`config.mk`:
```
export PLATFORM = sky130hd
export DESIGN_NAME = xc_aesmix_ctrl
export DESIGN_NICKNAME = d
export VERILOG_FILES = /design/src/rtl/xc_aesmix_ctrl.sv
export SDC_FILE = /design/constraint.sdc
export NUM_CORES = 1
export LEC_CHECK = 0
export BUFFER_PORTS_ARGS = -buffer_cell sky130_fd_sc_hd__buf_2
export CORE_ASPECT_RATIO = 2
export CORE_MARGIN = 2
export CORE_UTILIZATION = 44
export CTS_CLUSTER_SIZE = 40
export DETAILED_ROUTE_END_ITERATION = 8
export GPL_ROUTABILITY_DRIVEN = 0
export PLACE_DENSITY = 0.66
export REMOVE_ABC_BUFFERS = 1
export SETUP_SLACK_MARGIN = 0.05
export SYNTH_ARGS = -nofsm -noshare
export SYNTH_HDL_FRONTEND = slang
export SYNTH_HIERARCHICAL = 1
export SYNTH_SLANG_ARGS = --single-unit
```
`constraint.sdc`:
```
create_clock -name clock -period 5.4 [get_ports clock]
set_input_delay 1.08 -clock clock [delete_from_list [all_inputs] [get_ports clock]]
set_output_delay 1.08 -clock clock [all_outputs]
set_load 0.02 [all_outputs]
```
`src/rtl/xc_aesmix_ctrl.sv`:
```
// AES MixColumns sequencer: accepts a 128-bit state and mixes its four columns.
// Define XC_AESMIX_CTRL_PAR_EN for four parallel mixers (1 RUN cycle) instead of one serial mixer.

module xc_aesmix (
  input  logic [31:0] rs1,
  input  logic [31:0] rs2,
  input  logic        enc,
  input  logic        valid,
  output logic [31:0] result
);

  function automatic logic [7:0] xt(input logic [7:0] b);
    return {b[6:0], 1'b0} ^ (b[7] ? 8'h1b : 8'h00);
  endfunction

  logic [31:0] col;
  logic [7:0]  a0, a1, a2, a3, u, v, t;

  // Low half of the column comes from rs1, high half from rs2.
  assign col = {rs2[31:16], rs1[15:0]} & {32{valid}};

  logic unused_ok;
  assign unused_ok = ^{rs1[31:16], rs2[15:0]};

  always_comb begin
    u  = 8'h00;
    v  = 8'h00;
    if (!enc) begin
      // InvMixColumns = forward mix after this pre-conditioning step.
      u = xt(xt(col[7:0] ^ col[23:16]));
      v = xt(xt(col[15:8] ^ col[31:24]));
    end
    a0 = col[7:0]   ^ u;
    a1 = col[15:8]  ^ v;
    a2 = col[23:16] ^ u;
    a3 = col[31:24] ^ v;
    t  = a0 ^ a1 ^ a2 ^ a3;
    result = {a3 ^ t ^ xt(a3 ^ a0), a2 ^ t ^ xt(a2 ^ a3),
              a1 ^ t ^ xt(a1 ^ a2), a0 ^ t ^ xt(a0 ^ a1)};
  end

endmodule

module xc_aesmix_ctrl (
  input  logic         clock,
  input  logic         reset,
  input  logic         flush,
  input  logic         in_valid,
  output logic         in_ready,
  input  logic         in_enc,
  input  logic [127:0] in_state,
  output logic         out_valid,
  input  logic         out_ready,
  output logic [127:0] out_state,
  output logic         busy
);

  typedef enum logic [1:0] {StIdle, StRun, StDone} state_e;

  state_e       state_q, state_d;
  logic [1:0]   col_q, col_d;
  logic         enc_q, enc_d;
  logic [127:0] data_q, data_d;
  logic [127:0] result_q, result_d;
  logic         run;
  logic         accept;

  assign run    = (state_q == StRun);
  assign accept = in_valid & in_ready;

`ifdef XC_AESMIX_CTRL_PAR_EN
  logic [127:0] mix_all;

  for (genvar g = 0; g < 4; g++) begin : g_mix
    xc_aesmix u_mix (
      .rs1    (data_q[32*g +: 32]),
      .rs2    (data_q[32*g +: 32]),
      .enc    (enc_q),
      .valid  (run),
      .result (mix_all[32*g +: 32])
    );
  end
`else
  logic [31:0] mix_in, mix_out;

  assign mix_in = data_q[{col_q, 5'd0} +: 32];

  xc_aesmix u_mix (
    .rs1    (mix_in),
    .rs2    (mix_in),
    .enc    (enc_q),
    .valid  (run),
    .result (mix_out)
  );
`endif

  always_ff @(posedge clock or negedge reset) begin
    if (!reset) begin
      state_q <= StIdle;
    end else begin
      state_q <= state_d;
    end
  end

  always_comb begin
    state_d = state_q;
    if (flush) begin
      state_d = StIdle;
    end else begin
      unique case (state_q)
        StIdle: if (accept) state_d = StRun;
`ifdef XC_AESMIX_CTRL_PAR_EN
        StRun:  state_d = StDone;
`else
        StRun:  if (col_q == 2'd3) state_d = StDone;
`endif
        StDone: if (out_ready) state_d = StIdle;
        default: state_d = StIdle;
      endcase
    end
  end

  // in_ready is also masked by reset so it reads 0 while reset is held.
  always_comb begin
    in_ready  = reset & ~flush & (state_q == StIdle);
    out_valid = (state_q == StDone);
    busy      = (state_q == StRun) | (state_q == StDone);
    out_state = result_q;
  end

  always_comb begin
    col_d    = col_q;
    enc_d    = enc_q;
    data_d   = data_q;
    result_d = result_q;
    if (flush) begin
      col_d = 2'd0;
    end else if (accept) begin
      data_d = in_state;
      enc_d  = in_enc;
      col_d  = 2'd0;
    end else if (run) begin
`ifdef XC_AESMIX_CTRL_PAR_EN
      result_d = mix_all;
`else
      result_d[{col_q, 5'd0} +: 32] = mix_out;
      col_d = col_q + 2'd1;
`endif
    end
  end

  always_ff @(posedge clock or negedge reset) begin
    if (!reset) begin
      col_q    <= 2'd0;
      enc_q    <= 1'b0;
      data_q   <= '0;
      result_q <= '0;
    end else begin
      col_q    <= col_d;
      enc_q    <= enc_d;
      data_q   <= data_d;
      result_q <= result_d;
    end
  end

endmodule

```
==> results of run 1 <==
## cells in the final DEF, fill, tap and decap left out, types with 3 or more instances in the layout
master	count
xor2_1	38
o21ai_0	11
ha_1	10
xnor2_2	5
dfrtp_1	259
buf_2	263
or3_1	4
nand2b_1	7
clkbuf_16	25
inv_1	6
xnor3_1	19
o21ai_1	3
nand2_1	22
mux4_2	32
o21a_1	12
clkbuf_1	4
clkinv_2	5
xnor2_1	80
mux2_2	132
nor2_1	20
buf_4	13
nor2b_1	3
bufinv_16	6
a22o_1	128
mux2i_1	5
xor2_2	4
o21ai_2	4
nor3_1	16
## metal layers
| layer | wire length, um | vias to the layer above | global-route usage, % |
|---|---|---|---|
| li1 | - | 3783 | - |
| met1 | 12290 | 4252 | 24.45 |
| met2 | 18150 | 266 | 39.86 |
| met3 | 1472 | 59 | 2.698 |
| met4 | 1115 | 0 | 8.493 |
| met5 | 0 | - | 0 |
## worst paths after layout
check	to	start	depth (start not counted)
setup / recovery	out_state[36]$_DFFE_PN0P_	col_q[0]$_DFFE_PN0P_	9
hold / removal	out_state[43]$_DFFE_PN0P_	out_state[43]$_DFFE_PN0P_	1
setup reg to reg	out_state[36]$_DFFE_PN0P_	col_q[0]$_DFFE_PN0P_	9
hold reg to reg	out_state[43]$_DFFE_PN0P_	out_state[43]$_DFFE_PN0P_	1
max in group asynchronous	out_state[13]$_DFFE_PN0P_	reset	2
min in group asynchronous	data_q[34]$_DFFE_PN0P_	reset	1
## cells by family (layout without fill, tap and decap cells)
logic type,Yosys count,in the layout,synth area share [%]
AO/OA/AOI/OAI,163,163,10.56
XOR/XNOR,149,149,13.12
adder cells (fa/ha/maj),10,10,0.9752
buffers and inverters,73,327,3.121
flip-flops,261,261,50.91
multiplexers,169,169,17.59
other,0,2,0
AND/OR/NAND/NOR,86,86,3.725
## flip-flops by register name, indices dropped and copies added, names as in the netlist
signal     cells
data_q       128
out_state    128
col_q          2
state_q        2
enc_q          1
## Yosys cell counts, types with 2 or more instances
cell | count | area, um^2
a21oi_1 | 2 | 10.01
a22o_1 | 128 | 1121
and4_1 | 2 | 17.52
and4b_1 | 2 | 20.02
buf_1 | 2 | 7.510
buf_2 | 33 | 165.2
buf_6 | 7 | 78.83
clkbuf_1 | 21 | 78.83
dfrtp_1 | 261 | 6531
ha_1 | 10 | 125.1
inv_1 | 6 | 22.52
mux2_2 | 132 | 1486
mux2i_1 | 5 | 50.05
mux4_2 | 32 | 720.7
nand2_1 | 22 | 82.58
nand2b_1 | 7 | 43.79
nand3_2 | 2 | 20.02
nand3b_1 | 2 | 15.01
nor2_1 | 20 | 75.07
nor2_4 | 2 | 22.52
nor2b_1 | 3 | 18.77
nor3_1 | 16 | 80.08
o21a_1 | 12 | 90.09
o21ai_0 | 11 | 55.05
o21ai_1 | 3 | 15.01
o21ai_2 | 4 | 35.03
or3_1 | 4 | 25.02
xnor2_1 | 80 | 700.7
xnor2_2 | 5 | 81.33
xnor3_1 | 19 | 427.9
xor2_1 | 38 | 332.8
xor2_2 | 4 | 65.06
xor3_1 | 2 | 47.55
## power by group through the flow
stage	clock network, mW	registers, mW	logic, mW
floorplan	0	2.53	1.31
global placement	0	2.47	1.88
detailed placement	0	2.48	1.92
global route	2.02	2.48	2.05
finish	1.90	2.44	1.91
CTS	1.94	2.44	1.93
## layout make-up
class                      instances  area [um^2]
inverter                           6        22.52
clock inverter                    12        214.0
fill                            2468        13490
antenna                            2        5.005
multi-input combinational        577         5904
sequential                       261         6534
tap                              360        450.4
timing repair buffer             278         1449
clock buffer                      31        668.1
## per-stage QoR
stage                     hold WS, ns  instances  util (%)
after floorplan                0.4755        844         -
after global placement         0.4822       1482     49.97
after detailed placement       0.4855       1482     49.97
after CTS                      0.5049       1525     53.04
after global routing           0.5087       1527     53.06
final                          0.5010       1527     53.06
==> impl_metrics.ini, run 1 <==
[sta]
hold_viol = 0
clock.fmax_mhz = 244.1
setup-tns-final_ns = 0
drv_slew = 0
fin_skew_ns = 0.01496
tightest_slew_ns = 1.076
period_needed_ns = 4.096
setup_violations = 0
rsz0062_at_grt = no
worst_slack_ns = 1.304
post-route-period-util_pct = 75.85
max_slew_margin_pct = 28.25

[floorplanning]
fp-row-count = 88
dieArea_um2 = 30620
die_x_um = 124.7
dieHeight_um = 245.5
ios = 265
start_util_pct = 44.64
core-area_um2 = 28740

[pwr]
peakVddDrop_mv = 0.3943
internal_power_mw = 4.317
p_per_area_nw_per_um2 = 409.9
power_mw = 6.250
combPwrFrac_pct = 30.6
leakagePower_nw = 7.163
switching_share_pct = 30.92
p_switching_mw = 1.933
pwr-share-seq_pct = 39.1
clkPwrFrac_pct = 30.4

[worst_setup_path]
critPathCaptureType = flop
rrSetupSlack_ns = 1.30
path_delay_family = XOR/XNOR gates
crit_chain = buf_4 > mux4_2 > xnor2_1 > xnor2_1 > nor2_4 > xnor3_1 > xor3_1 > xnor2_1 > a22o_1
max_stage_delay_ns = 0.75
crit_top_cell = xnor2_1
crit_slowest_cell = dfrtp_2
path_class = reg -> reg
required_ns = 5.86
critPathLaunchType = flop
worst-path-buf-inv = 1
arrival_ns = 4.55
path_max_fanout = 24

[synth]
synth_cell_types = 45
synth_seq_cells = 261
syn_avg_cell_area_um2 = 14.08
syn_inst = 911
netlist_area_um2 = 12830
synth_ff_type = dfrtp_1
yosysSeqAreaShare_pct = 50.91
async_flop_share_pct = 100.0
synth_warnings = 6
synth_edf_count = 0

[place]
dp_hpwl_mm = 24.40
placed_area_um2 = 14360
post-place-ws_ns = 1.291
portBuffers = 264

[clock_tree]
clockBufferDepth = 3
h-tree-depth = 1
cts_setup_buffers = 0
clk_latency_ns = 0.53
cts_tree = done
clk_pin_slew_ns = 0.06
cts_root_buf = clkbuf_16
cts_buffers = 24
ctsHoldBuffers = 0
post_cts_resized = 0
cts.sinks = 261

[final_layout]
area_delta_synth_final_pct = 18.84
final_nets = 1292
fin_area_um2 = 15250
drive_gt1_share_pct = 43.61

[drt]
vias_per_cell = 5.475
wirelength_mm = 33.03
drt_first_pass_iters = 5
ant_nets = 0
first_iter_violations = 405
routed-via-count = 8360
wl_per_cell_um = 21.63
drc = 0

[hold_path]
hp-class = reg -> reg

[global_routing]
grt_overflow = 0
grt_max_degree = 100
grt_antenna_before_repair = 2
grt_pass1_wl_mm = 51.07
track_usage_pct = 21.30
grt_pass1_vias = 8678

[run]
cap_violations = 0

[status]
status = finished, final reports clean
Note: power is estimated with default switching activity, not from simulation.
==> run 2: changes to the inputs <==
ABC_AREA = 1   (was unset)
PLACE_DENSITY = 0.68   (was 0.66)
clock period = 3.5 ns   (was 5.4 ns; I/O delays follow)
==> run 2 against run 1 <==
Against the previous run:
- fmax up 27%
- die area up 11%
- setup slack worse by 1.0 ns
- final area up 10%
- critical path depth up 7
- synthesized area up 11%
- largest cell class is now multi-input combinational cells
==> impl_metrics.ini, run 2 <==
[drt]
drc = 0
routed-via-count = 13331
wirelength_mm = 42.00
drt_first_pass_iters = 5
vias_per_cell = 5.161
wl_per_cell_um = 16.26
first_iter_violations = 875
ant_nets = 0

[sta]
tightest_slew_ns = 1.115
clock.fmax_mhz = 311.3
drv_slew = 0
setup_violations = 0
rsz0062_at_grt = yes
hold_slack_ns = 0.3510
hold_viol = 0
worst_slack_ns = 0.2875
fin_skew_ns = 0.01615
post-route-period-util_pct = 91.79
period_needed_ns = 3.213
max_slew_margin_pct = 25.57

[synth]
synth_top_area_share_pct = 45.73
synth_common_cells = nand2_1, dfrtp_1, nand3_1
synth_ff_type = dfrtp_1
synth.area.top_cells = dfrtp_1, nand2_1, nand3_1
yosysSeqAreaShare_pct = 45.73
netlist_area_um2 = 14280
syn_inst = 1919
synth_cell_types = 34
yosys.area.top_type = dfrtp_1
async_flop_share_pct = 100.0
synth_seq_cells = 261
synth_edf_count = 0
synth_most_common_cell = nand2_1
syn_avg_cell_area_um2 = 7.443
synth_warnings = 6

[hold_path]
hp-start = in_state[32]
hp-class = in -> reg

[run]
cap_violations = 0

[worst_setup_path]
critPathCaptureType = flop
critPathLaunchType = flop
arrival_ns = 3.66
crit_chain = inv_2 > buf_12 > o21ai_0 > o22ai_1 > nand2_1 > inv_1 > nand2_1 > nand3_2 > xor2_2 > xnor2_1 > inv_1 > nand2_1 > nand2_1 > xnor2_1 > nand3_1 > o21ai_0
crit_start = col_q[0]$_DFFE_PN0P_
required_ns = 3.95
worstReg2RegStart = col_q[0]$_DFFE_PN0P_
rrSetupSlack_ns = 0.29
max_stage_delay_ns = 0.52
path_delay_family = XOR/XNOR gates
crit_top_cell = nand2_1
crit_slowest_cell = dfrtp_4
worst-path-buf-inv = 4
path_max_fanout = 43
path_class = reg -> reg

[global_routing]
grt_pass1_vias = 12924
grt_pass1_wl_mm = 66.47
track_usage_pct = 24.12
grt_max_degree = 139
grt_antenna_before_repair = 0
grt_overflow = 0

[final_layout]
diodes = 0
drive_gt1_share_pct = 19.62
final_common_cell = nand2_1
area_delta_synth_final_pct = 17.69
final_nets = 2284
layout_common_cells = nand2_1, buf_2, dfrtp_1

[status]
status = finished, final reports clean

[floorplanning]
ios = 265
dieHeight_um = 258.8
die_x_um = 131.4
fp-row-count = 93
dieArea_um2 = 34010
start_util_pct = 44.48
core-area_um2 = 32120

[clock_tree]
cts_tree = done
cts.sinks = 261
cts_root_buf = clkbuf_16
clk_pin_slew_ns = 0.07
clk_latency_ns = 0.54
cts_buffers = 23
h-tree-depth = 1
clockBufferDepth = 3

[place]
portBuffers = 264
dp_hpwl_mm = 30.48
post-place-ws_ns = 0.2205
-- run 2: cell types whose count changed in the layout (fill, tap and decap cells not counted), moves of 19 or more --
cell     previous run  this run
mux4_2             32         0
inv_1               6        65
nand4_1             0        27
o21ai_0            11       141
xnor2_1            80        13
a22o_1            128         0
xnor3_1            19         0
nor2_1             20        77
o21ai_1             3        23
mux2_2            132         0
o22ai_1             0        19
nand2_1            22       895
nand3_1             0       163
nand2_2             1        29
-- run 2: metrics by stage --
step                TNS [ns]  utilization, %  instance area, um^2  cells
finish                     0           52.34                16810   2583
global route               0           52.34                16810   2583
CTS                        0           51.93                16680   2582
detailed placement         0           49.51                15900   2540
global placement           0           49.51                15900   2540
floorplan            -168.77               -                13700   1820
-- run 2: cells by family (layout without fill, tap and decap cells) --
logic type	after synthesis	in the layout	share of synthesized area [%]
XOR/XNOR	60	60	4.572
adder cells (fa/ha/maj)	10	10	0.8760
flip-flops	261	261	45.73
buffers and inverters	173	410	6.062
AO/OA/AOI/OAI	197	197	7.183
AND/OR/NAND/NOR	1218	1218	35.58
-- run 2: repair_timing --
item,CTS,global route
gates resized for setup,0,18
hold buffers,1,0
endpoints found under the setup margin,0,69
setup buffers,0,0
hold endpoints to repair,18,0
-- run 2: final cells by class --
type                       instances  area (um^2)
multi-input combinational       1485         6997
fill                            3177        15310
tap                              427        534.3
clock inverter                     7        91.34
sequential                       261         6535
timing repair buffer             295         1695
clock buffer                      34        676.9
inverter                          74        280.3
-- run 2: path summary, 6_finish.rpt --
| check | cells past startpoint | end |
|---|---|---|
| hold / removal | 3 | data_q[32]$_DFFE_PN0P_ |
| setup / recovery | 16 | out_state[55]$_DFFE_PN0P_ |
| max in group asynchronous | 3 | out_state[59]$_DFFE_PN0P_ |
| min in group asynchronous | 2 | data_q[83]$_DFFE_PN0P_ |
| setup reg to reg | 16 | out_state[55]$_DFFE_PN0P_ |
| hold reg to reg | 2 | data_q[38]$_DFFE_PN0P_ |
-- run 2: worst register-to-register path: stages, from the launching register on --
cell     delay, ns
dfrtp_4       0.52
inv_2         0.10
buf_12        0.20
o21ai_0       0.15
o22ai_1       0.29
nand2_1       0.17
inv_1         0.12
nand2_1       0.07
nand3_2       0.12
xor2_2        0.33
xnor2_1       0.19
inv_1         0.06
nand2_1       0.06
nand2_1       0.06
xnor2_1       0.33
nand3_1       0.16
o21ai_0       0.18
-- run 2: per-layer routing --
metal	global-route usage [%]	vias up	part of all wire [%]
li1	-	6551	-
met1	26.46	6258	37
met2	46.18	418	54
met3	2.015	104	3.7
met4	11.96	0	4.9
met5	0	-	0
Power of run 2 is not shown: default switching activity piles up to over one toggle a cycle in this logic, so the estimate is an artifact.
